File: src/rtl/serial_pkg.sv
// Shared types and helpers for the bit-serial word loader.
package serial_pkg;

    typedef enum logic [1:0] {
        IDLE,
        SHIFT,
        LOAD,
        CLR
    } ld_state_t;

    function automatic int cnt_width(input int n);
        return (n < 2) ? 1 : $clog2(n);
    endfunction

endpackage

File: src/rtl/serial_word_loader_bit_counter.sv
// Bit position counter: 0..N-1 with sync clear, enable and terminal flag.
module bit_counter #(
    parameter int N = 8,
    parameter int W = 3
) (
    input  logic         clk,
    input  logic         clear_n,
    input  logic         clr,
    input  logic         en,
    output logic [W-1:0] count,
    output logic         tc
);

    localparam logic [W-1:0] LAST = W'(N - 1);

    assign tc = (count == LAST);

    always_ff @(posedge clk or negedge clear_n) begin
        if (!clear_n) begin
            count <= '0;
        end else if (clr) begin
            count <= '0;
        end else if (en) begin
            count <= tc ? '0 : count + W'(1);
        end
    end

endmodule

File: src/rtl/serial_word_loader.sv
// Deserializes N serial bits into a word and drives a load/clear register.
module serial_word_loader
    import serial_pkg::*;
#(
    parameter int N         = 8,
    parameter int MSB_FIRST = 1,
    parameter int CW        = 8
) (
    input  logic          clk,
    input  logic          clear_n,
    input  logic          sin_valid,
    input  logic          sin_bit,
    output logic          sin_ready,
    input  logic          flush,
    output logic [N-1:0]  word,
    output logic          load,
    output logic          reg_clear,
    output logic          busy,
    output logic [CW-1:0] word_cnt
);

    localparam int CNTW = cnt_width(N);

    ld_state_t       state, state_d;
    logic [N-1:0]    word_d;
    logic [N-1:0]    shifted;
    logic [CW-1:0]   word_cnt_d;
    logic [CNTW-1:0] count;
    logic            tc;
    logic            cnt_clr;
    logic            cnt_en;
    logic            accept;

    assign accept = sin_valid && sin_ready;

    if (MSB_FIRST != 0) begin : g_msb
        assign shifted = {word[N-2:0], sin_bit};
    end else begin : g_lsb
        assign shifted = {sin_bit, word[N-1:1]};
    end

    bit_counter #(
        .N (N),
        .W (CNTW)
    ) u_cnt (
        .clk     (clk),
        .clear_n (clear_n),
        .clr     (cnt_clr),
        .en      (cnt_en),
        .count   (count),
        .tc      (tc)
    );

    always_comb begin
        state_d    = state;
        word_d     = word;
        word_cnt_d = word_cnt;
        cnt_clr    = 1'b0;
        cnt_en     = 1'b0;
        unique case (state)
            IDLE, SHIFT: begin
                // flush beats a simultaneous final bit
                if (flush) begin
                    state_d = CLR;
                    word_d  = '0;
                    cnt_clr = 1'b1;
                end else if (accept) begin
                    word_d  = shifted;
                    cnt_en  = 1'b1;
                    state_d = tc ? LOAD : SHIFT;
                end
            end
            LOAD: begin
                state_d    = IDLE;
                word_cnt_d = word_cnt + CW'(1);
            end
            CLR: begin
                state_d = IDLE;
            end
            default: begin
                state_d = IDLE;
            end
        endcase
    end

    // SHIFT is held exactly while a partial word is pending
    always_ff @(posedge clk or negedge clear_n) begin
        if (!clear_n) begin
            state     <= IDLE;
            word      <= '0;
            word_cnt  <= '0;
            sin_ready <= 1'b0;
            load      <= 1'b0;
            reg_clear <= 1'b0;
            busy      <= 1'b0;
        end else begin
            state     <= state_d;
            word      <= word_d;
            word_cnt  <= word_cnt_d;
            sin_ready <= (state_d == IDLE) || (state_d == SHIFT);
            load      <= (state_d == LOAD);
            reg_clear <= (state_d == CLR);
            busy      <= (state_d == SHIFT);
        end
    end

endmodule

File: config.mk
export PLATFORM = sky130hd
export DESIGN_NAME = serial_word_loader
export DESIGN_NICKNAME = d
export VERILOG_FILES = /design/src/rtl/serial_pkg.sv /design/src/rtl/serial_word_loader_bit_counter.sv /design/src/rtl/serial_word_loader.sv
export SDC_FILE = /design/constraint.sdc
export NUM_CORES = 1
export LEC_CHECK = 0
export BUFFER_PORTS_ARGS = -buffer_cell sky130_fd_sc_hd__buf_2
export CORE_UTILIZATION = 35
export CTS_BUF_LIST = sky130_fd_sc_hd__clkbuf_8
export DETAILED_ROUTE_END_ITERATION = 8
export GPL_ROUTABILITY_DRIVEN = 0
export SLEW_MARGIN = 20
export SYNTH_ARGS = -nofsm -noshare
export SYNTH_HDL_FRONTEND = slang
export SYNTH_SLANG_ARGS = --single-unit
File: constraint.sdc
create_clock -name clk -period 1.6 [get_ports clk]
set_clock_uncertainty 0.05 [all_clocks]
set_input_delay 0.08 -clock clk [delete_from_list [all_inputs] [get_ports clk]]
set_output_delay 0.08 -clock clk [all_outputs]
set_load 0.02 [all_outputs]
# Word-level counts from Yosys, hierarchy flattened
# Index checks and enable logic that the tools add are counted.
# totals
regBits,25
latchBits,0
ramBits,0
romBits,0
input_bits,5
out_inout_bits,20
wordCells,40
n_memories,0
# op_classes
n_addsub,2
multipliers,0
n_div,0
n_lt_le_gt_ge,0
n_eq_ne,7
n_shift,0
muxes,14
bitwise,0
reduce_logical,9
# op_table
cell,count
two-way mux 8 bit,2
two-way mux 3 bit,3
"adder 8 x 1 -> 8 bit, second input constant",1
"equality test 2 bit, second input constant",4
two-way mux 2 bit,3
two-way mux 1 bit,5
"equality test 2 x 1 -> 1 bit, second input constant",2
logical NOT 2 bit,2
one-hot mux 2 bit (2 select lines),1
nonzero test 2 bit,2
OR reduction 2 bit,2
"adder 3 x 1 -> 3 bit, second input constant",1
"equality test 3 bit, second input constant",1
AND reduction 2 bit,1
logical AND 1 bit,1
logical OR 1 bit,1

# Logic depth before layout (Yosys ltp)
# logic_depth
word_depth,7
depth_mapped,5
depth_no_buf,5

# Modules after synthesis
# Synthesis repeated with hierarchy kept, for this count alone.
# unflattened
hier_cells,97
area_unflattened_um2,1096.1
# by_module_without_submodules
mod,instances,cells_per_inst,area_per_inst_um2,seq_area_each_um2
serial_word_loader,1,85,944.7,550.5
bit_counter,1,12,151.4,75.1

# Worst setup path before layout
# Ideal clock, no wire load.
# synth_path
path_type,register -> register
startpoint,reg sin_ready
endpoint,reg u_cnt.count[0]
setup_time_ns,0.121
arrival_time_ns,1.166
required_time_ns,1.429
path_slack_ns,0.263
path_stages_with_launch,5
path_buffers,1
synth_period_minus_slack_ns,1.337
path_cell_list,dfrtp_1 > nand2_1 > a21o_1 > buf_6 > a22o_2
# synth_via
elab_chain_cells,5
# synth_lines
item,line,source
start: declaration,serial_word_loader.sv:13,"output logic sin_ready,"
start signal: assignment,serial_word_loader.sv:100,sin_ready <= (state_d == IDLE) || (state_d == SHIFT);
logical AND 1 bit,serial_word_loader.sv:34,assign accept = sin_valid && sin_ready;
two-way mux 1 bit,serial_word_loader.sv:67,end else if (accept) begin
two-way mux 1 bit,serial_word_loader.sv:63,if (flush) begin
two-way mux 1 bit,serial_word_loader.sv:60,unique case (state)
nonzero test 2 bit (no line),n/a,
end signal: assignment,serial_word_loader_bit_counter.sv:24,count <= tc ? '0 : count + W'(1);
end: declaration,serial_word_loader_bit_counter.sv:10,"output logic [W-1:0] count,"
# No other way between the ends.
# A chain may end at the register's enable or synchronous reset.

# Worst setup path in the final report
# layout_path
startpoint,reg sin_ready
endpoint,reg word[2]
# layout_via
elab_chain_cells,3
# layout_lines
item,line,source
logical AND 1 bit,serial_word_loader.sv:34,
nonzero test 2 bit (no line),n/a,
AND reduction 2 bit (no line),n/a,
end signal: assignment,serial_word_loader.sv:98,word <= word_d;
end: declaration,serial_word_loader.sv:15,"output logic [N-1:0] word,"
# No other way between the ends.

==> flow_metrics.tcl <==
set metrics [dict create \
    post_cts.repair.setup_buffers 0 \
    insertedDiodeCount 0 \
    final_min_period_over_clock_period_pct 84.46 \
    routed_wire_length_per_instance_um 12.22 \
    die_h_um 55.51 \
    largest_buffer_count_on_any_clock_path 2 \
    clock_slew_at_reported_path_ffs_ns 0.09 \
    fin_ws_ns 0.2486 \
    critPathMaxFanout 11 \
    synth_top_family_by_area "compound AO/OA/AOI/OAI gates" \
    floorplan.io_pins 25 \
    synth.lib_cells_used.distinct 23 \
    timing.critical_path.arrival_ns 1.45 \
    drc_errors 0 \
    yosys_warnings 0 \
    critical_path.startpoint_type "flop" \
    placement.io_buffers 24 \
    layout.cells.most_common "sky130_fd_sc_hd__dfrtp_1" \
    timing.setup.tns_ns 0 \
    final_layout_size_suffix_gt1_share_pct 44.12 \
    status "finished, final reports clean" \
    drt_pre_antenna_iters 4 \
    routed_wirelength_um 1625 \
    first_global_vias 657 \
    clk_root_buffer_cell "sky130_fd_sc_hd__clkbuf_8" \
    hold_path.class "in -> reg" \
    max-vdd-ir-drop_mv 0.7929 \
    final.min_clock_period_ns 1.351 \
    instances_no_fill 133 \
    rsz0062_at_grt "false" \
    fraction_of_the_mapped_netlist_area_in_adder_cells_pct 3.745 \
    synth-simple-area-share_pct 8.989 \
    worstPathRequired_ns 1.70 \
    p_leak_uw 0.0006467 \
    place.detailed.instances 127 \
    cts_htree_levels 1 \
    grt.overflow.total 0 \
    synth-compound-area-share_pct 12.86 \
    detailedPlacementHpwl_um 1131 \
    tritoncts "yes" \
    post_synth.cell_area_avg_um2 13.73 \
    hold_path_startpoint "flush" \
    final-hold-violation-count 0 \
    yosys.area_share.xor_xnor_pct 6.117 \
    cp_cell_sequence "nand2_1, buf_4, a21o_1, a22o_2" \
    rr_startpoint "sin_ready" \
    setup.worst_path.start "sin_ready" \
    path_buf_inv 1 \
    die-width_um 55.51 \
    grt_antenna_before_repair 0 \
    synth.net_count 81 \
    final_max_slew_viol_count 0 \
    worst_skew_pair.late_latency_ns 0.26 \
    dr_total_vias 665 \
    fmax_mhz 740.0 \
    path_class "reg -> reg" \
    setup.worst_path.end_class "flop" \
    grtUsageTotal_pct 11.63 \
    number_of_instances_in_the_synthesized_netlist 73 \
    grt_max_degree 26 \
    place_worst_setup_slack_ns -0.04757 \
    drv_cap 0 \
    floorplan.core_area_mm2 0.002734 \
    cp_slowest_cell "sky130_fd_sc_hd__dfrtp_1" \
    synthToLayoutAreaGrowth_pct 21.85 \
    max_slew_margin_pct 57.12 \
    placement_rows 19 \
    critPathMaxStageDelay_ns 0.37 \
    syn_area_mm2 0.001002 \
    grt_pass1_wl_um 2780 \
    placement.cell_area_mm2 0.001150 \
    final_cell_mix "25 x sky130_fd_sc_hd__dfrtp_1, 24 x sky130_fd_sc_hd__buf_2, 11 x sky130_fd_sc_hd__a22o_2" \
    first_iter_violations 30 \
    synth.area.mux_share_pct 2.122 \
    numClockSinks 25 \
    via_per_inst 5.000 \
    timing.final.setup_violations 0 \
    synthesis_stage_register_bit_count 25 \
    initial_utilization_pct 36.66 \
    ant_nets 0 \
    cellPowerDensity_mw_per_mm2 1207 \
    measured_slew_at_the_worst_slew_check_pin_ns 0.6397 \
    finalInstanceArea_mm2 0.001221 \
    floorplan.die_area_mm2 0.003081 \
    worst_path_dominant_cell_family "compound AO/OA/AOI/OAI gates" \
    seq_area_frac_synth_pct 62.42 \
    number_of_buffers_created_by_cts 3 \
    layout.nets 111 \
]
[per-layer routing]
metal  global-route usage (%)  share of wire (%)
met5                        0                  0
met3                    2.108                3.4
met1                    15.05                 49
met4                    4.286               0.62
met2                    19.45                 47
[cell type report]
class | count | area, um2
fill | 261 | 1513
sequential | 25 | 625.6
multi-input combinational | 42 | 344.1
timing repair buffer | 28 | 155.1
clock buffer | 3 | 41.29
tap | 31 | 38.79
inverter | 3 | 11.26
clock inverter | 1 | 5.005
[worst paths after layout]
| check | endpoint | slack, ns | depth (start not counted) |
|---|---|---|---|
| min in group asynchronous | word_cnt[3] | 0.28 | 2 |
| max reg2reg | word[2] | 0.25 | 4 |
| min | busy | 0.005 | 2 |
| min reg2reg | word_cnt[7] | 0.42 | 1 |
| max in group asynchronous | word_cnt[7] | 0.86 | 2 |
| max | word[2] | 0.25 | 4 |
[worst register-to-register path, stage by stage (launching register included)]
cell,delay (ns)
sky130_fd_sc_hd__dfrtp_1,0.37
sky130_fd_sc_hd__nand2_1,0.08
sky130_fd_sc_hd__buf_4,0.15
sky130_fd_sc_hd__a21o_1,0.29
sky130_fd_sc_hd__a22o_2,0.30
[flip-flops by register name, summed over array words and instances, names as in the netlist]
signal / flops
load: 1
word: 8
state: 2
sin_ready: 1
word_cnt: 8
busy: 1
u_cnt.count: 3
reg_clear: 1
[stage by stage]
step	power, uW	utilization (%)	hold WS, ns
after floorplan	1008	-	-0.2656
after global placement	1118	42.06	0.04453
after detailed placement	1128	42.06	0.05240
after CTS	1491	44.67	0.004362
after global routing	1559	44.67	0.01803
final	1474	44.67	0.004578
[cells by family (layout without fill, tap and decap cells)]
family	count (synthesis)	after routing
flip-flops	25	25
AND/OR/NAND/NOR	16	16
AO/OA/AOI/OAI	14	14
XOR/XNOR	7	7
buffers and inverters	6	35
adder cells (fa/ha/maj)	3	3
multiplexers	2	2
[what timing repair did]
item | in CTS | in global routing
setup endpoints to repair | 11 | 0
hold buffers | 2 | 0
resized for setup | 1 | 0
hold endpoints to repair | 26 | 0
[where the power goes]
part	total, uW	switching (uW)	internal [uW]
sequential	796	86.3	710
combinational	316	185	132
clock	361	188	174
total	1470	459	1010
[cells in the mapped netlist]
library cell              instances  area share (%)
sky130_fd_sc_hd__ha_1             3             3.7
sky130_fd_sc_hd__buf_6            1             1.1
sky130_fd_sc_hd__xor2_1           1            0.87
sky130_fd_sc_hd__nor2_1           2            0.75
sky130_fd_sc_hd__nand2_1          3             1.1
sky130_fd_sc_hd__or2_2            1            0.62
sky130_fd_sc_hd__nor3_1           2             1.0
sky130_fd_sc_hd__a21oi_1          1            0.50
sky130_fd_sc_hd__inv_2            1            0.37
sky130_fd_sc_hd__mux2i_1          1             1.0
sky130_fd_sc_hd__nor4_1           1            0.62
sky130_fd_sc_hd__a31oi_1          1            0.62
sky130_fd_sc_hd__and4b_1          1             1.0
sky130_fd_sc_hd__and2b_1          1            0.75
sky130_fd_sc_hd__nand4_1          4             2.5
sky130_fd_sc_hd__buf_4            2             1.5
sky130_fd_sc_hd__mux2_2           1             1.1
sky130_fd_sc_hd__and3_1           1            0.62
sky130_fd_sc_hd__a21o_1           1            0.75
sky130_fd_sc_hd__a22o_2          11              11
sky130_fd_sc_hd__inv_1            2            0.75
sky130_fd_sc_hd__dfrtp_1         25              62
sky130_fd_sc_hd__xnor2_1          6             5.2
Power figures use the tool's default switching activity.
